<file path="config.mk">
export PLATFORM = sky130hd
export DESIGN_NAME = forward_hazard_unit
export DESIGN_NICKNAME = d
export VERILOG_FILES = /design/src/rtl/forward_hazard_unit.sv
export SDC_FILE = /design/constraint.sdc
export NUM_CORES = 1
export LEC_CHECK = 0
export CAP_MARGIN = 40
export CORE_ASPECT_RATIO = 0.75
export CORE_MARGIN = 2
export CORE_UTILIZATION = 42
export DETAILED_ROUTE_END_ITERATION = 8
export PLACE_DENSITY = 0.95
export SLEW_MARGIN = 20
export SYNTH_ARGS = -nofsm -noshare
export SYNTH_HDL_FRONTEND = slang
export SYNTH_SLANG_ARGS = --single-unit
</file>
<file path="constraint.sdc">
create_clock -name clk -period 3.05 [get_ports clk]
set_input_delay 0.61 -clock clk [delete_from_list [all_inputs] [get_ports clk]]
set_output_delay 0.61 -clock clk [all_outputs]
set_load 0.01 [all_outputs]
</file>
<file path="src/rtl/forward_hazard_unit.sv">
// Operand bypass and hazard detection at the ID/EX boundary: byte-merged forwarding from
// EX/MEM, MEM/WB and a one-cycle writeback shadow, plus load-use/partial-write stall bookkeeping.
module forward_hazard_unit #(
    parameter int DATA_WIDTH = 32,
    parameter int ADDR_WIDTH = 5,
    parameter int NUM_READ   = 2,
    parameter int MAX_STALL  = 16,
    parameter int CNT_WIDTH  = 16
) (
    input  logic                           clk,
    input  logic                           rst_n,
    input  logic                           id_valid,
    input  logic [NUM_READ*ADDR_WIDTH-1:0] id_addr,
    input  logic [NUM_READ*DATA_WIDTH-1:0] id_rf_data,
    input  logic [ADDR_WIDTH-1:0]          exmem_rd_addr,
    input  logic [DATA_WIDTH/8-1:0]        exmem_byte_en,
    input  logic                           exmem_is_load,
    input  logic [DATA_WIDTH-1:0]          exmem_data,
    input  logic [ADDR_WIDTH-1:0]          memwb_rd_addr,
    input  logic [DATA_WIDTH/8-1:0]        memwb_byte_en,
    input  logic [DATA_WIDTH-1:0]          memwb_data,
    output logic [NUM_READ*DATA_WIDTH-1:0] fwd_data,
    output logic [NUM_READ*2-1:0]          fwd_sel,
    output logic                           stall,
    output logic                           stall_timeout,
    output logic [CNT_WIDTH-1:0]           stall_total
);

    localparam int BE_W = DATA_WIDTH / 8;
    localparam int RL_W = $clog2(MAX_STALL + 1);
    localparam logic [RL_W-1:0] RUN_LEN_LAST = RL_W'(MAX_STALL - 1);

    typedef enum logic {
        RUN,
        STALL
    } state_t;

    logic                  shadow_valid;
    logic [ADDR_WIDTH-1:0] shadow_addr;
    logic [BE_W-1:0]       shadow_be;
    logic [DATA_WIDTH-1:0] shadow_data;
    logic [NUM_READ-1:0]   hz_vec;

    state_t          state, state_next;
    logic [RL_W-1:0] run_len, run_len_next;
    logic            timeout_next;

    // Shadow holds last cycle's writeback so a same-cycle regfile write/read race still bypasses.
    always_ff @(posedge clk) begin
        // NOTE: sequential state uses non-blocking assignments so every register samples
        // pre-edge values regardless of statement order.
        if (!rst_n) begin
            shadow_valid <= 1'b0;
            shadow_addr  <= '0;
            shadow_be    <= '0;
            shadow_data  <= '0;
        end else if (memwb_byte_en != '0 && memwb_rd_addr != '0) begin
            shadow_valid <= 1'b1;
            shadow_addr  <= memwb_rd_addr;
            shadow_be    <= memwb_byte_en;
            shadow_data  <= memwb_data;
        end else begin
            shadow_valid <= 1'b0;
        end
    end

    for (genvar p = 0; p < NUM_READ; p++) begin : g_port
        logic [ADDR_WIDTH-1:0] addr;
        logic [DATA_WIDTH-1:0] merged;
        logic                  mw_hit;
        logic                  sh_hit;
        logic                  ex_full;

        assign addr = id_addr[p*ADDR_WIDTH +: ADDR_WIDTH];

        // Shadow bytes first, then MEM/WB bytes, so the newer writer wins per byte.
        always_comb begin
            // NOTE: every variable gets a default before any conditional write, so no latch is inferred.
            merged = id_rf_data[p*DATA_WIDTH +: DATA_WIDTH];
            mw_hit = 1'b0;
            sh_hit = 1'b0;
            if (addr != '0) begin
                for (int k = 0; k < BE_W; k++) begin
                    if (shadow_valid && shadow_addr == addr && shadow_be[k]) begin
                        merged[k*8 +: 8] = shadow_data[k*8 +: 8];
                        sh_hit           = 1'b1;
                    end
                    if (memwb_rd_addr == addr && memwb_byte_en[k]) begin
                        merged[k*8 +: 8] = memwb_data[k*8 +: 8];
                        mw_hit           = 1'b1;
                    end
                end
            end
        end

        assign ex_full = (addr != '0) && (exmem_rd_addr == addr) && (&exmem_byte_en)
                         && !exmem_is_load;

        assign fwd_data[p*DATA_WIDTH +: DATA_WIDTH] = ex_full ? exmem_data : merged;
        assign fwd_sel[p*2 +: 2] = ex_full ? 2'b01 :
                                   mw_hit  ? 2'b10 :
                                   sh_hit  ? 2'b11 : 2'b00;

        assign hz_vec[p] = id_valid && (addr != '0) && (addr == exmem_rd_addr)
                           && (exmem_byte_en != '0)
                           && (exmem_is_load || !(&exmem_byte_en));
    end

    assign stall = |hz_vec;

    always_comb begin
        state_next   = state;
        run_len_next = '0;
        timeout_next = stall_timeout;
        unique case (state)
            RUN:   if (stall) state_next = STALL;
            STALL: if (!stall) state_next = RUN;
            default: state_next = RUN;
        endcase
        if (stall) begin
            run_len_next = (run_len == RUN_LEN_LAST) ? run_len : run_len + RL_W'(1);
            if (run_len == RUN_LEN_LAST) timeout_next = 1'b1;
        end
    end

    always_ff @(posedge clk) begin
        if (!rst_n) begin
            state         <= RUN;
            run_len       <= '0;
            stall_timeout <= 1'b0;
            stall_total   <= '0;
        end else begin
            state         <= state_next;
            run_len       <= run_len_next;
            stall_timeout <= timeout_next;
            if (stall && !(&stall_total)) stall_total <= stall_total + CNT_WIDTH'(1);
        end
    end

endmodule

</file>
# Word level (Yosys, flattened, before mapping)
# Index checks and enable logic that the tools add are counted.
word_totals:
  reg_bits: 64
  latch_bits: 0
  ramBits: 0
  mem_bits_ro: 0
  elab_cells: 113
  memories: 0
op_classes:
  addsub: 2
  multipliers: 0
  div_mod_pow: 0
  magnitude_cmp: 0
  n_eq_ne: 9
  shift: 0
  muxes: 47
  bitwise_logic: 0
  n_reduce_logical: 48
ops:
  columns: ["operator", "count"]
  rows:
  - ["two-way mux 32 bit", 4]
  - ["two-way mux 8 bit", 16]
  - ["== test 5 bit", 8]
  - ["logical AND 1 bit", 34]
  - ["two-way mux 1 bit", 21]
  - ["adder 16 x 1 -> 16 bit (second input constant)", 1]
  - ["AND reduction 16 bit", 1]
  - ["nonzero test 5 bit", 3]
  - ["two-way mux 2 bit", 6]
  - ["nonzero test 4 bit", 2]
  - ["adder 5 x 1 -> 5 bit (second input constant)", 1]
  - ["== test 5 x 4 -> 1 bit (second input constant)", 1]
  - ["AND reduction 2 bit", 2]
  - ["AND reduction 4 bit", 1]
  - ["zero test 1 bit", 3]
  - ["OR reduction 2 bit", 1]
  - ["logical OR 1 bit", 1]

# Longest topological paths before layout
depth:
  word_depth: 11
  mapped_depth: 9
  depth_no_buf: 7

# Worst setup path before layout
# OpenSTA, ideal clock, no wires.
synth_path:
  kind: "input-to-output"
  from: "input memwb_rd_addr[2]"
  to: "output fwd_data[2]"
  arrival_ns: 2.286
  setup_slack_ns: 0.154
  stages: 6
  path_buffers: 0
  path_cell_list: "xor2_1 nor3_1 nand3_2 a31oi_1 nor2_1 a31oi_1"
synth_between:
  elab_chain_len: 5
synth_rtl:
  columns: ["item", "line_no", "source"]
  rows:
  - ["start: declaration", "19", "input logic [ADDR_WIDTH-1:0] memwb_rd_addr,"]
  - ["== test 5 bit", "88", "if (memwb_rd_addr == addr && memwb_byte_en[k]) begin"]
  - ["logical AND 1 bit", "88", null]
  - ["two-way mux 8 bit", "88", null]
  - ["two-way mux 32 bit", "82", "if (addr != '0) begin"]
  - ["two-way mux 32 bit", "99", "assign fwd_data[p*DATA_WIDTH +: DATA_WIDTH] = ex_full ? exmem_data : merged;"]
  - ["end: declaration", "22", "output logic [NUM_READ*DATA_WIDTH-1:0] fwd_data,"]
# No other way between the ends.

# Final worst setup path
layout_path:
  from: "register shadow_addr[0]"
  to: "output fwd_data[35]"
layout_between:
  elab_chain_len: 7
layout_rtl:
  columns: ["item", "line_no", "source"]
  rows:
  - ["start: declaration", "39", "logic [ADDR_WIDTH-1:0] shadow_addr;"]
  - ["start signal: assignment", "59", "shadow_addr <= memwb_rd_addr;"]
  - ["== test 5 bit", "84", "if (shadow_valid && shadow_addr == addr && shadow_be[k]) begin"]
  - ["logical AND 1 bit (2 in a row)", "84", null]
  - ["two-way mux 8 bit", "84", null]
  - ["two-way mux 8 bit", "88", null]
  - ["two-way mux 32 bit", "82", null]
  - ["two-way mux 32 bit", "99", null]
# No other way between the ends.

==> summary.md <==
| Metric | Value |
|---|---|
| Syn Nets | 879 |
| Global-route wire length before repair | 42100 um |
| Failing checks | setup timing |
| Drt pass-1 iters | 7 |
| Cell Area, Synth | 5070 um2 |
| Peak VDD IR | around 210 uV |
| CTS clk-pin slew, worst paths | approximately 60 ps |
| Number of global-route vias before repair | ~8000 |
| Most frequent CP cell | buf_6 |
| Die height | 99.2 um |
| Pre-CTS WS | -937 ps |
| Largest net degree at the start of global routing | 33 |
| Slew Limit Headroom | 61.8% |
| Clock Latency Late Sink | 340 ps |
| Post-Route Utilization | 85.5% |
| Layout cells sized above 1 | 37.1% |
| Die Span X | about 130 um |
| Setup TNS | -2710 ps |
| Critical Path AT | 2620 ps |
| Avg WL per Cell | 25.5 um |
| Hold_ws | 476 ps |
| Post-synth EDFFs | 0 |
| Tcrit/Tclk final | 106% |
| Post-CTS Hold Fix Bufs | 0 |
| Max Cap Viol | 0 |
| Power Dens Cells | 290 nW/um2 |
| Clock root cell | clkbuf_16 |
| Final hold violations | 0 |
| GRT Overall Usage | 41.4% |
| Overflow after GRT | 0 |
| FF-to-FF Start | stall_total[0] |
| # H-tree levels | 3 |
| Filler cell count | approximately 590 |
| Final Net Count | roughly 1200 |
| F_max | 309 MHz |
| Synth Instances | 716 |
| CP max-delay cell | nor4_4 |
| Share of flip-flops with an asynchronous set or reset | 0% |
| Routed Antenna Nets | 0 |
| Slack of the critical path | -183 ps |
| Initial Util | 43.4% |
| Crit-path max cell delay | slightly below 400 ps |
| Fin. max-slew vios | 0 |
| Dpl hpwl | 17800 um |
| Die area | between 10000 and 15000 um2 |
| Status | finished with violations |
| Port Buffer Count | 245 |
| GP Congestion | approximately 1 |
| CTS tree | built |
| Most frequent cells in the layout | clkdlybuf4s50_1 (149), buf_4 (105), nand2_1 (104) |
| RSZ-0062 raised after global routing | yes |
| Yosys Warn Count | 0 |
| Synth unique cells | 51 |
| P_leak | about 0.004 uW |
| CORE AREA | 11700 um2 |
| Final Skew | 7.47 ps |
| DR iter-0 viols | 1456 |
| Worst setup SP type | flip-flop |
| Max FO, Critical Path | 4 |
| CTS Sinks | 64 |
| DRC viols | 0 |
| Crit Path Class | reg2out |
| Crit-path cells | xor2_4 -> nor4_4 -> buf_4 -> and2_4 -> nand2_2 -> a31oi_1 -> buf_4 -> buf_6 -> buf_6 -> o221a_4 -> buf_6 |
| Worst Hold Class | reg2reg |
| Top FF cell, synth | dfxtp_1 |
| Syn Area/Cell | approximately 7.1 um2 |
| WL final | between 30000 and 40000 um |
| CP required | about 2400 ps |
| DR vias | ~8500 |
| Commonest non-fill, non-tap cell in the layout | clkdlybuf4s50_1 |
| Hold_sp | shadow_data[17] |
| CP endpoint kind | output pin |
| Maximum buffer depth of the clock tree | 2 |
| Synth Register Bits | 64 |
| CTS buffer count | 9 |
| Final setup fails | 46 |
| Initial antenna violation count | 1 |
| Register area share after synthesis | 25.3% |
| Worst-margin pin slew | 573 ps |
| Via/cell ratio | 6.80 |
| I/O pins | 246 |
| Layout area overhead | 97.2% |
| FP Rows | 34 |
| Launch point of the worst path | shadow_addr[0] |
| Period minus WS final | roughly 3200 ps |
-- synth_stat cells, drive strengths merged, types with 2 or more instances --
cell type	n	share of area [%]
nand2	109	8.1
a21oi	97	9.6
nor2	67	5.0
dfxtp	64	25
clkbuf	41	3.0
o221a	32	7.1
or3	32	4.0
nand3	29	3.2
o21ai	28	2.8
nor3	27	2.9
xor2	25	4.3
o221ai	22	3.8
a31oi	16	2.0
xnor2	10	1.7
and2	9	1.2
inv	9	0.67
mux2i	8	1.6
nand2b	8	0.99
o31a	8	1.4
buf	7	0.86
o211ai	7	1.0
a32oi	6	1.0
and3	6	0.74
nand4	6	0.74
a2bb2oi	5	0.86
or4	5	0.74
a21o	3	0.44
a22oi	3	0.44
ha	3	0.74
o22ai	3	0.37
o31ai	3	0.44
a211oi	2	0.30
and3b	2	0.35
and4	2	0.35
nand3b	2	0.30
nand4b	2	0.35
nor4	2	0.49
-- power by group --
| group | internal, uW | total, uW | switching [uW] |
|---|---|---|---|
| registers | 872 | 922 | 49.4 |
| clock network | 676 | 1090 | 415 |
| logic | 477 | 892 | 415 |
-- state kept, by name (all words and copies together), names as in the netlist --
signal and count:
stall_total 16, run_len 5, shadow_addr 5, shadow_data 32, shadow_be 4, shadow_valid 1
stall_timeout 1
-- worst paths after layout --
| kind | to | slack, ps | cells past startpoint |
|---|---|---|---|
| setup / recovery | fwd_data[35] | -180 | 11 |
| hold / removal | shadow_data[17] | 480 | 2 |
| setup reg to reg | stall_total[13] | 830 | 8 |
| hold reg to reg | shadow_data[17] | 480 | 2 |
-- cells by family (layout without fill, tap and decap cells) --
kind of cell / count (synthesis) / count (layout) / share of synthesized area, %
simple gates: 309 / 309 / 29.4
mux: 8 / 8 / 1.58
buf+inv: 57 / 432 / 4.56
other cells: 0 / 1 / 0
compound gates: 240 / 240 / 32.4
fa+ha+maj: 3 / 3 / 0.740
xor+xnor: 35 / 35 / 6.04
flops: 64 / 64 / 25.3
-- per-stage QoR --
stage / total power [uW] / area [um2] / cells
floorplan: 1170 / 5070 / 716
global placement: 1660 / 8490 / 1190
detailed placement: 1670 / 8490 / 1190
CTS: 2720 / 9320 / 1248
global route: 2950 / 10000 / 1254
finish: 2900 / 10000 / 1254
-- area by class of cell --
cell class,instances,area [um2],area share (%)
clock buffer,13,260,2.60
tap,162,203,2.03
inverter,9,33.8,0.338
timing repair buffer,407,3800,38.0
multi-input combinational,595,4370,43.7
clock inverter,3,40.0,0.400
sequential,64,1290,12.9
antenna,1,2.50,0.0250
-- timing repair --
item                       CTS  global route
cloned                       2             0
setup buffers               41             7
pin swaps                   40            39
setup endpoints to repair   69            68
gates resized for setup    400           188
-- per-layer routing --
metal	routed length, um	part of all wire (%)	vias up	track usage, %
met2	13800	43	959	64.7
met3	4510	14	312	11.5
met1	10900	34	3837	51.8
met4	2730	8.5	0	21.9
li1	-	-	3415	-
met5	0	0	-	0
-- critical path: cells and delay by family, from the launching register on --
family,cells,cell delay [ps]
buffers and inverters,5,680
AND/OR/NAND/NOR,3,650
flip-flops,1,370
AO/OA/AOI/OAI,2,370
XOR/XNOR,1,190
Power figures use the tool's default switching activity.
